### config.mk
export PLATFORM = sky130hd
export DESIGN_NAME = ir_queue
export DESIGN_NICKNAME = d
export VERILOG_FILES = /design/src/rtl/ir_queue_pkg.sv /design/src/rtl/ir_queue_field_decode.sv /design/src/rtl/ir_queue.sv
export SDC_FILE = /design/constraint.sdc
export NUM_CORES = 1
export LEC_CHECK = 0
export CAP_MARGIN = 15
export CORE_MARGIN = 5
export CORE_UTILIZATION = 45
export DETAILED_ROUTE_END_ITERATION = 10
export GPL_ROUTABILITY_DRIVEN = 0
export PLACE_DENSITY = 0.69
export SLEW_MARGIN = 5
export SYNTH_ARGS = -nofsm -noshare
export SYNTH_HDL_FRONTEND = slang
export SYNTH_SLANG_ARGS = --single-unit
### constraint.sdc
create_clock -name clk -period 3.2 [get_ports clk]
set_clock_uncertainty 0.15 [all_clocks]
set_input_delay 0.48 -clock clk [delete_from_list [all_inputs] [get_ports clk]]
set_output_delay 0.48 -clock clk [all_outputs]
set_load 0.005 [all_outputs]
### src/rtl/ir_queue_pkg.sv
// Shared definitions for the instruction-register queue: MIPS field bit
// positions, the NOP encoding and the decoded-field record type.
package ir_pkg;

  localparam int OPCODE_MSB = 31;
  localparam int OPCODE_LSB = 26;
  localparam int RS_MSB     = 25;
  localparam int RS_LSB     = 21;
  localparam int RT_MSB     = 20;
  localparam int RT_LSB     = 16;
  localparam int RD_MSB     = 15;
  localparam int RD_LSB     = 11;
  localparam int SHAMT_MSB  = 10;
  localparam int SHAMT_LSB  = 6;
  localparam int IMM_MSB    = 15;
  localparam int IMM_LSB    = 0;
  localparam int FUNCT_MSB  = 5;
  localparam int FUNCT_LSB  = 0;

  localparam logic [31:0] MIPS_NOP = 32'h0000_0000;

  typedef struct packed {
    logic [5:0]  opcode;
    logic [4:0]  rs;
    logic [4:0]  rt;
    logic [4:0]  rd;
    logic [4:0]  shamt;
    logic [15:0] imm;
    logic [5:0]  funct;
  } ir_fields_t;

endpackage

### src/rtl/ir_queue_field_decode.sv
// ir_field_decode: purely combinational slicing of a MIPS instruction word
// into its named fields. Kept separate so later decode stages can reuse it.
module ir_field_decode
  import ir_pkg::*;
#(
  parameter int WORD_W = 32
) (
  input  logic [WORD_W-1:0] word,
  output ir_fields_t        fields
);

  // Slice every field straight out of the word; overlapping fields are intentional.
  always_comb begin
    fields.opcode = word[OPCODE_MSB:OPCODE_LSB];
    fields.rs     = word[RS_MSB:RS_LSB];
    fields.rt     = word[RT_MSB:RT_LSB];
    fields.rd     = word[RD_MSB:RD_LSB];
    fields.shamt  = word[SHAMT_MSB:SHAMT_LSB];
    fields.imm    = word[IMM_MSB:IMM_LSB];
    fields.funct  = word[FUNCT_MSB:FUNCT_LSB];
  end

endmodule

### src/rtl/ir_queue.sv
// ir_queue: DEPTH-entry FIFO of fetched instruction words with a field-sliced
// head output and flush for branch/jump redirects.
// Optional feature: define IR_QUEUE_BYPASS_EN to let a word arriving on an
// empty queue appear at the head in the same cycle (zero-latency path).
module ir_queue
  import ir_pkg::*;
#(
  parameter int DEPTH  = 4,
  parameter int WORD_W = 32
) (
  input  logic                     clk,
  input  logic                     rst_n,
  input  logic                     fill_valid,
  input  logic [WORD_W-1:0]        read_data,
  output logic                     fill_ready,
  input  logic                     pop,
  input  logic                     flush,
  output logic                     head_valid,
  output logic [WORD_W-1:0]        instruction_word,
  output logic [5:0]               instruction_opcode,
  output logic [4:0]               rs,
  output logic [4:0]               rt,
  output logic [4:0]               rd,
  output logic [4:0]               shamt,
  output logic [15:0]              alu_immediate,
  output logic [5:0]               func_code,
  output logic [4:0]               special_branch_codes,
  output logic [$clog2(DEPTH):0]   count
);

  localparam int IDX_W = $clog2(DEPTH);
  localparam int PTR_W = IDX_W + 1;

  // Pointers carry one extra wrap bit so full and empty are distinguishable.
  logic [PTR_W-1:0]  wr_ptr;
  logic [PTR_W-1:0]  rd_ptr;
  logic [WORD_W-1:0] mem [DEPTH];

  logic              empty;
  logic              full;
  logic              bypass_sel;
  logic              bypass_pop;
  logic              do_push;
  logic              do_pop;
  logic [WORD_W-1:0] head_word;
  ir_fields_t        fields;

  // Status, handshake and head selection; flush blocks any state change and
  // also hides a bypassed word, while stored contents stay visible until the edge.
  always_comb begin
    empty      = (wr_ptr == rd_ptr);
    full       = (wr_ptr[IDX_W] != rd_ptr[IDX_W]) &&
                 (wr_ptr[IDX_W-1:0] == rd_ptr[IDX_W-1:0]);
    fill_ready = !full;
    count      = wr_ptr - rd_ptr;
`ifdef IR_QUEUE_BYPASS_EN
    bypass_sel = empty && fill_valid && !flush;
`else
    bypass_sel = 1'b0;
`endif
    bypass_pop = bypass_sel && pop;
    head_valid = !empty || bypass_sel;
    do_push    = fill_valid && !full && !flush && !bypass_pop;
    do_pop     = pop && !empty && !flush;
    head_word  = bypass_sel ? read_data : mem[rd_ptr[IDX_W-1:0]];
    instruction_word = head_valid ? head_word : WORD_W'(MIPS_NOP);
  end

  // Pointer registers: reset and flush both return the queue to empty.
  always_ff @(posedge clk or negedge rst_n) begin
    if (!rst_n) begin
      wr_ptr <= '0;
      rd_ptr <= '0;
    end else if (flush) begin
      wr_ptr <= '0;
      rd_ptr <= '0;
    end else begin
      if (do_push) wr_ptr <= wr_ptr + PTR_W'(1);
      if (do_pop)  rd_ptr <= rd_ptr + PTR_W'(1);
    end
  end

  // Storage array is deliberately not reset; the pointers define what is valid.
  always_ff @(posedge clk) begin
    if (do_push) mem[wr_ptr[IDX_W-1:0]] <= read_data;
  end

  ir_field_decode #(
    .WORD_W (WORD_W)
  ) u_decode (
    .word   (instruction_word),
    .fields (fields)
  );

  // Fan the decoded record out to the named control-path ports.
  always_comb begin
    instruction_opcode   = fields.opcode;
    rs                   = fields.rs;
    rt                   = fields.rt;
    rd                   = fields.rd;
    shamt                = fields.shamt;
    alu_immediate        = fields.imm;
    func_code            = fields.funct;
    special_branch_codes = fields.rt;
  end

endmodule
Word-level counts from Yosys, hierarchy flattened
Memory sizes are Yosys's and may differ from the RTL's. Index checks and enable logic that the tools add are counted. Widths: inputs -> output; s select.

Register bits after elaboration: 6. Bits in latches: 0. RAM bits: 128. ROM bits: 0. Bits of input ports: 37. Output and inout bits: 90. Word-level logic and storage cells: 26. Memories: 1.

Add/subtract/negate cells: 3. $mul: 0. Div/mod/pow operators: 0. Magnitude comparators: 0. Eq/ne operators: 3. Shifts and indexed selects: 0. Mux-type cells: 7. Bitwise logic cells: 0. Reduce and logical (&&, ||, !) cells: 10.

Memory list: mem (depth 4, bits a word 32, read ports 1, clocked after memory_dff 0, wr ports 1, RTL line ir_queue.sv:37) `logic [WORD_W-1:0] mem [DEPTH];`.

Operator list (count): $mux 32 (1); $mux 3 (4); $add 3x1->3 const B (2); $logic_and 1x1->1 (5); $reduce_bool 2->1 (2); $eq 3x3->1 (1); $logic_not 1->1 (3); $sub 3x3->3 (1); $eq 2x2->1 (1); $mux 1 (2); $ne 1x1->1 (1).

Depth between registers and ports, before layout
Depth in word-level cells: 7. Mapped depth: 9.

By module
Synthesis repeated with hierarchy kept, for this count alone.

Cells, all modules: 321. Area, all modules: 5910.7 µm².

By module, submodules not included: ir_queue (instances 1, cells an instance 273, area each 5550.3 µm², sequential area each 3993.8 µm²); ir_field_decode (instances 1, cells an instance 48, area each 360.3 µm², sequential area each 0.0 µm²).

Worst setup path before layout
OpenSTA, ideal clock, no wires.

Path kind: reg2reg. From: register rd_ptr[1]. To: memory mem[0][0], enable pin. Arrival: 2414 ps. Data required time: 2658 ps. Slack: 244 ps. Cell stages (with the launch flop): 9. Buffers on the path: 3. Cells stage by stage: dfrtp_1 buf_2 buf_2 inv_1 ha_1 nand2_1 buf_2 or2_1 and4b_1.

Word-level cells in the longest chain between the ends: 7.

RTL lines: from (decl) (RTL line ir_queue.sv:36) `logic [PTR_W-1:0] rd_ptr;`; from (signal assigned) (RTL line ir_queue.sv:79) `if (do_pop) rd_ptr <= rd_ptr + PTR_W'(1);`; $eq 2x2->1 (RTL line ir_queue.sv:53) `(wr_ptr[IDX_W-1:0] == rd_ptr[IDX_W-1:0]);`; $logic_and 1x1->1 (RTL line ir_queue.sv:52) `full = (wr_ptr[IDX_W] != rd_ptr[IDX_W]) &&`; $logic_not 1->1; via fill_ready (RTL line ir_queue.sv:15) `output logic fill_ready,`; $logic_and 1x1->1 (2 in a row) (RTL line ir_queue.sv:63) `do_push = fill_valid && !full && !flush && !bypass_pop;`; $mux 1 (RTL line ir_queue.sv:85) `if (do_push) mem[wr_ptr[IDX_W-1:0]] <= read_data;`; $mux 1 (implied by the code) (RTL line ir_queue.sv:85); to (decl) (RTL line ir_queue.sv:37).

The timed path passes the listed nets, and every way through them passes these cells.

Final worst setup path
From: register wr_ptr[1]. To: output alu_immediate[8].

Word-level cells in the longest chain between the ends: 2.

RTL lines: from (decl) (RTL line ir_queue.sv:35) `logic [PTR_W-1:0] wr_ptr;`; from (signal assigned) (RTL line ir_queue.sv:78) `if (do_push) wr_ptr <= wr_ptr + PTR_W'(1);`; $eq 3x3->1 (RTL line ir_queue.sv:51) `empty = (wr_ptr == rd_ptr);`; $mux 32 (RTL line ir_queue.sv:66) `instruction_word = head_valid ? head_word : WORD_W'(MIPS_NOP);`; to (decl) (RTL line ir_queue.sv:25) `output logic [15:0] alu_immediate,`.

Every way passes these cells.

==> impl_metrics.ini <==
[outcome]
outcome = finished, final reports clean

[synth]
synth_cell_types = 33
synth_flop_cell = edfxtp_1
synth_top_area_cell = edfxtp_1
synthTopCellsByCount = edfxtp_1, buf_4, nor2b_1
synth.avg_cell_area_sq_um = 18.12
async_flop_share_pct = 4.478
synth_warnings = 0
synthCells = 323
synth-seq-cells = 134
ys_top_cells_by_area = edfxtp_1, mux4_2, buf_4
synth_nets = 368
yosysTopAreaCellShare_pct = 65.66
synth_area_sq_mm = 0.005854
yosysSeqAreaShare_pct = 68.22
synth-edff-count = 128
yosysMostFrequentCell = edfxtp_1

[setup_path]
path_max_fanout = 12
worst-r2r-setup-slack_ps = 900
cp-start-kind = flip-flop
path_class = reg -> out
worstPathArrival_ps = 2440
cp-end-kind = primary output
worstPathRequired_ps = 2570

[finish]
n_antenna_cell = 0
design_area_sq_mm = 0.007614
syn_to_final_growth_pct = 30.05
final_util_pct = 60.09
fin_nets = 460
drive_above_1_share_pct = 24.12
fillers = 941

[min_path]
hp-class = in -> async

[routing]
drt-wirelength-per-cell_microns = 18.89
drt_iter0_drc = 137
met1_length_mm = 4.531
top_layer = met4
antenna_left = 0
wirelength_mm = 11.32
wl_met3_microns = 793
drtPass1Iterations = 4
vias_per_cell = 5.080
wl_met2_mm = 5.819
drcViolationCount = 0
vias = 3043

[sta]
setup_tns_ps = 0
final_hold_viol_count = 0
rsz0062_at_grt = no
max_slew_margin_pct = 63.39
maxSlewViolCount = 0
finalWorstPathRequiredPeriod_ps = 3068
worst_pin_slew_ps = 547.4
fin_crit_sh_pct = 95.88
setup_viol = 0
fmax_mhz = 325.9

[clock_tree]
cts.sinks = 134
clk_latency_ps = 400
cts_root_buffer = clkbuf_16
cts.clk_slew.worst_paths_ps = 60
clock_path_buffers = 2
cts_tree = yes
h-tree-depth = 4
postCtsHoldBufs = 0
numCtsBuffers = 17

[die]
die_area_sq_mm = 0.01539
num_io_pins = 127
die_h_microns = 124.1
coreArea_sq_mm = 0.01267
rows = 41
die_x_microns = 124.1
initial_core_util_pct = 46.20

[placed_design]
numPortBuffers = 126
hpwlAfterDp_mm = 7.086
placed_area_sq_mm = 0.006932

[pwr]
power_density_mw_per_mm2 = 1109
ir_drop_mv = 0.5690
leakagePower_nw = 2.509
power_mw = 8.446

[grt]
grt_max_degree = 36
grt_pass1_vias = 3237
antenna_found_initial = 0
grt_overflow = 0
grt_pass1_wl_mm = 17.39
grt_usage_pct = 15.41

[run]
maxCapViolations = 0
worst paths after layout:
check                          start                to  cells past startpoint
max in group asynchronous      rst_n         rd_ptr[0]                      1
hold / removal                 rst_n         wr_ptr[2]                      1
min in group clk           wr_ptr[1]         wr_ptr[1]                      2
hold reg to reg            wr_ptr[1]         wr_ptr[1]                      2
setup / recovery           wr_ptr[1]  alu_immediate[8]                      6
setup reg to reg           wr_ptr[1]         mem[0][0]                      6
power by group:
group          total [mW]  switching (mW)  leakage (nW)  internal (mW)
clock                1.88           0.726         0.262           1.15
sequential           2.16          0.0563          1.24           2.11
combinational        4.41            1.71          1.01           2.69
cells by family (layout without fill, tap and decap cells):
kind of cell / count (synthesis) / count (layout) / share of synthesized area (%)
AOI/OAI and AO/OA: 8 / 8 / 0.9618
xor gates and xnor gates: 2 / 2 / 0.4275
adders and majority gates: 8 / 8 / 1.838
buffers and inverters: 74 / 177 / 9.169
DFF: 134 / 134 / 68.22
muxes: 33 / 33 / 12.50
and+or+nand+nor: 64 / 65 / 6.882
layout by cell type (no fill, tap or decap), types with 5 or more instances in the layout:
cell type / netlist / routed
a31oi_1: 5 / 5
buf_4: 53 / 10
clkbuf_16: 0 / 17
clkdlybuf4s50_1: 0 / 125
clkinvlp_4: 0 / 6
edfxtp_1: 128 / 128
ha_1: 7 / 6
inv_1: 6 / 6
mux4_2: 32 / 32
nand3_1: 5 / 5
nor2b_1: 34 / 19
nor2b_2: 0 / 15
critical path, cell delays in order (launching register included):
cell and delay, ps:
dfrtp_1 440, ha_1 380, nand2_2 110, and2b_4 210, buf_12 150, nor2b_1 200, clkdlybuf4s50_1 550
through the flow:
step                      setup WS, ps  std cells  hold slack [ps]
final                            131.8        599            183.1
after global placement           383.6        564            446.2
after floorplan                  243.8        323            34.41
after CTS                        4.944        596            170.6
after detailed placement         318.7        564            474.6
after global routing             15.67        599            195.9
per-layer routing:
metal  vias up  global-route usage [%]
met5         -                       0
met3        13                   4.042
met4         0                   5.202
met2       105                   26.72
li1       1383                       -
met1      1542                   18.77
cell type report:
type                    count  area [sq um]  area share (%)
clock buffers              18         429.2           5.637
inverters                   6         22.52          0.2958
well taps                 172         215.2           2.827
repair buffers            140          1410           18.52
flip-flops and latches    134          3996           52.49
clock inverters            13         148.9           1.956
multi-input cells         116          1391           18.27
registers in the layout, summed over array words and instances, names as in the netlist:
name / count
mem: 128
rd_ptr: 3
wr_ptr: 3
timing repair:
item | 4_1_cts | 5_1_grt
buffers inserted | 0 | 3
setup endpoints to repair | 85 | 72
cloned | 1 | 0
hold endpoints to repair | 0 | 0
resized for setup | 7 | 14
Note: power is estimated with default switching activity, not from simulation.
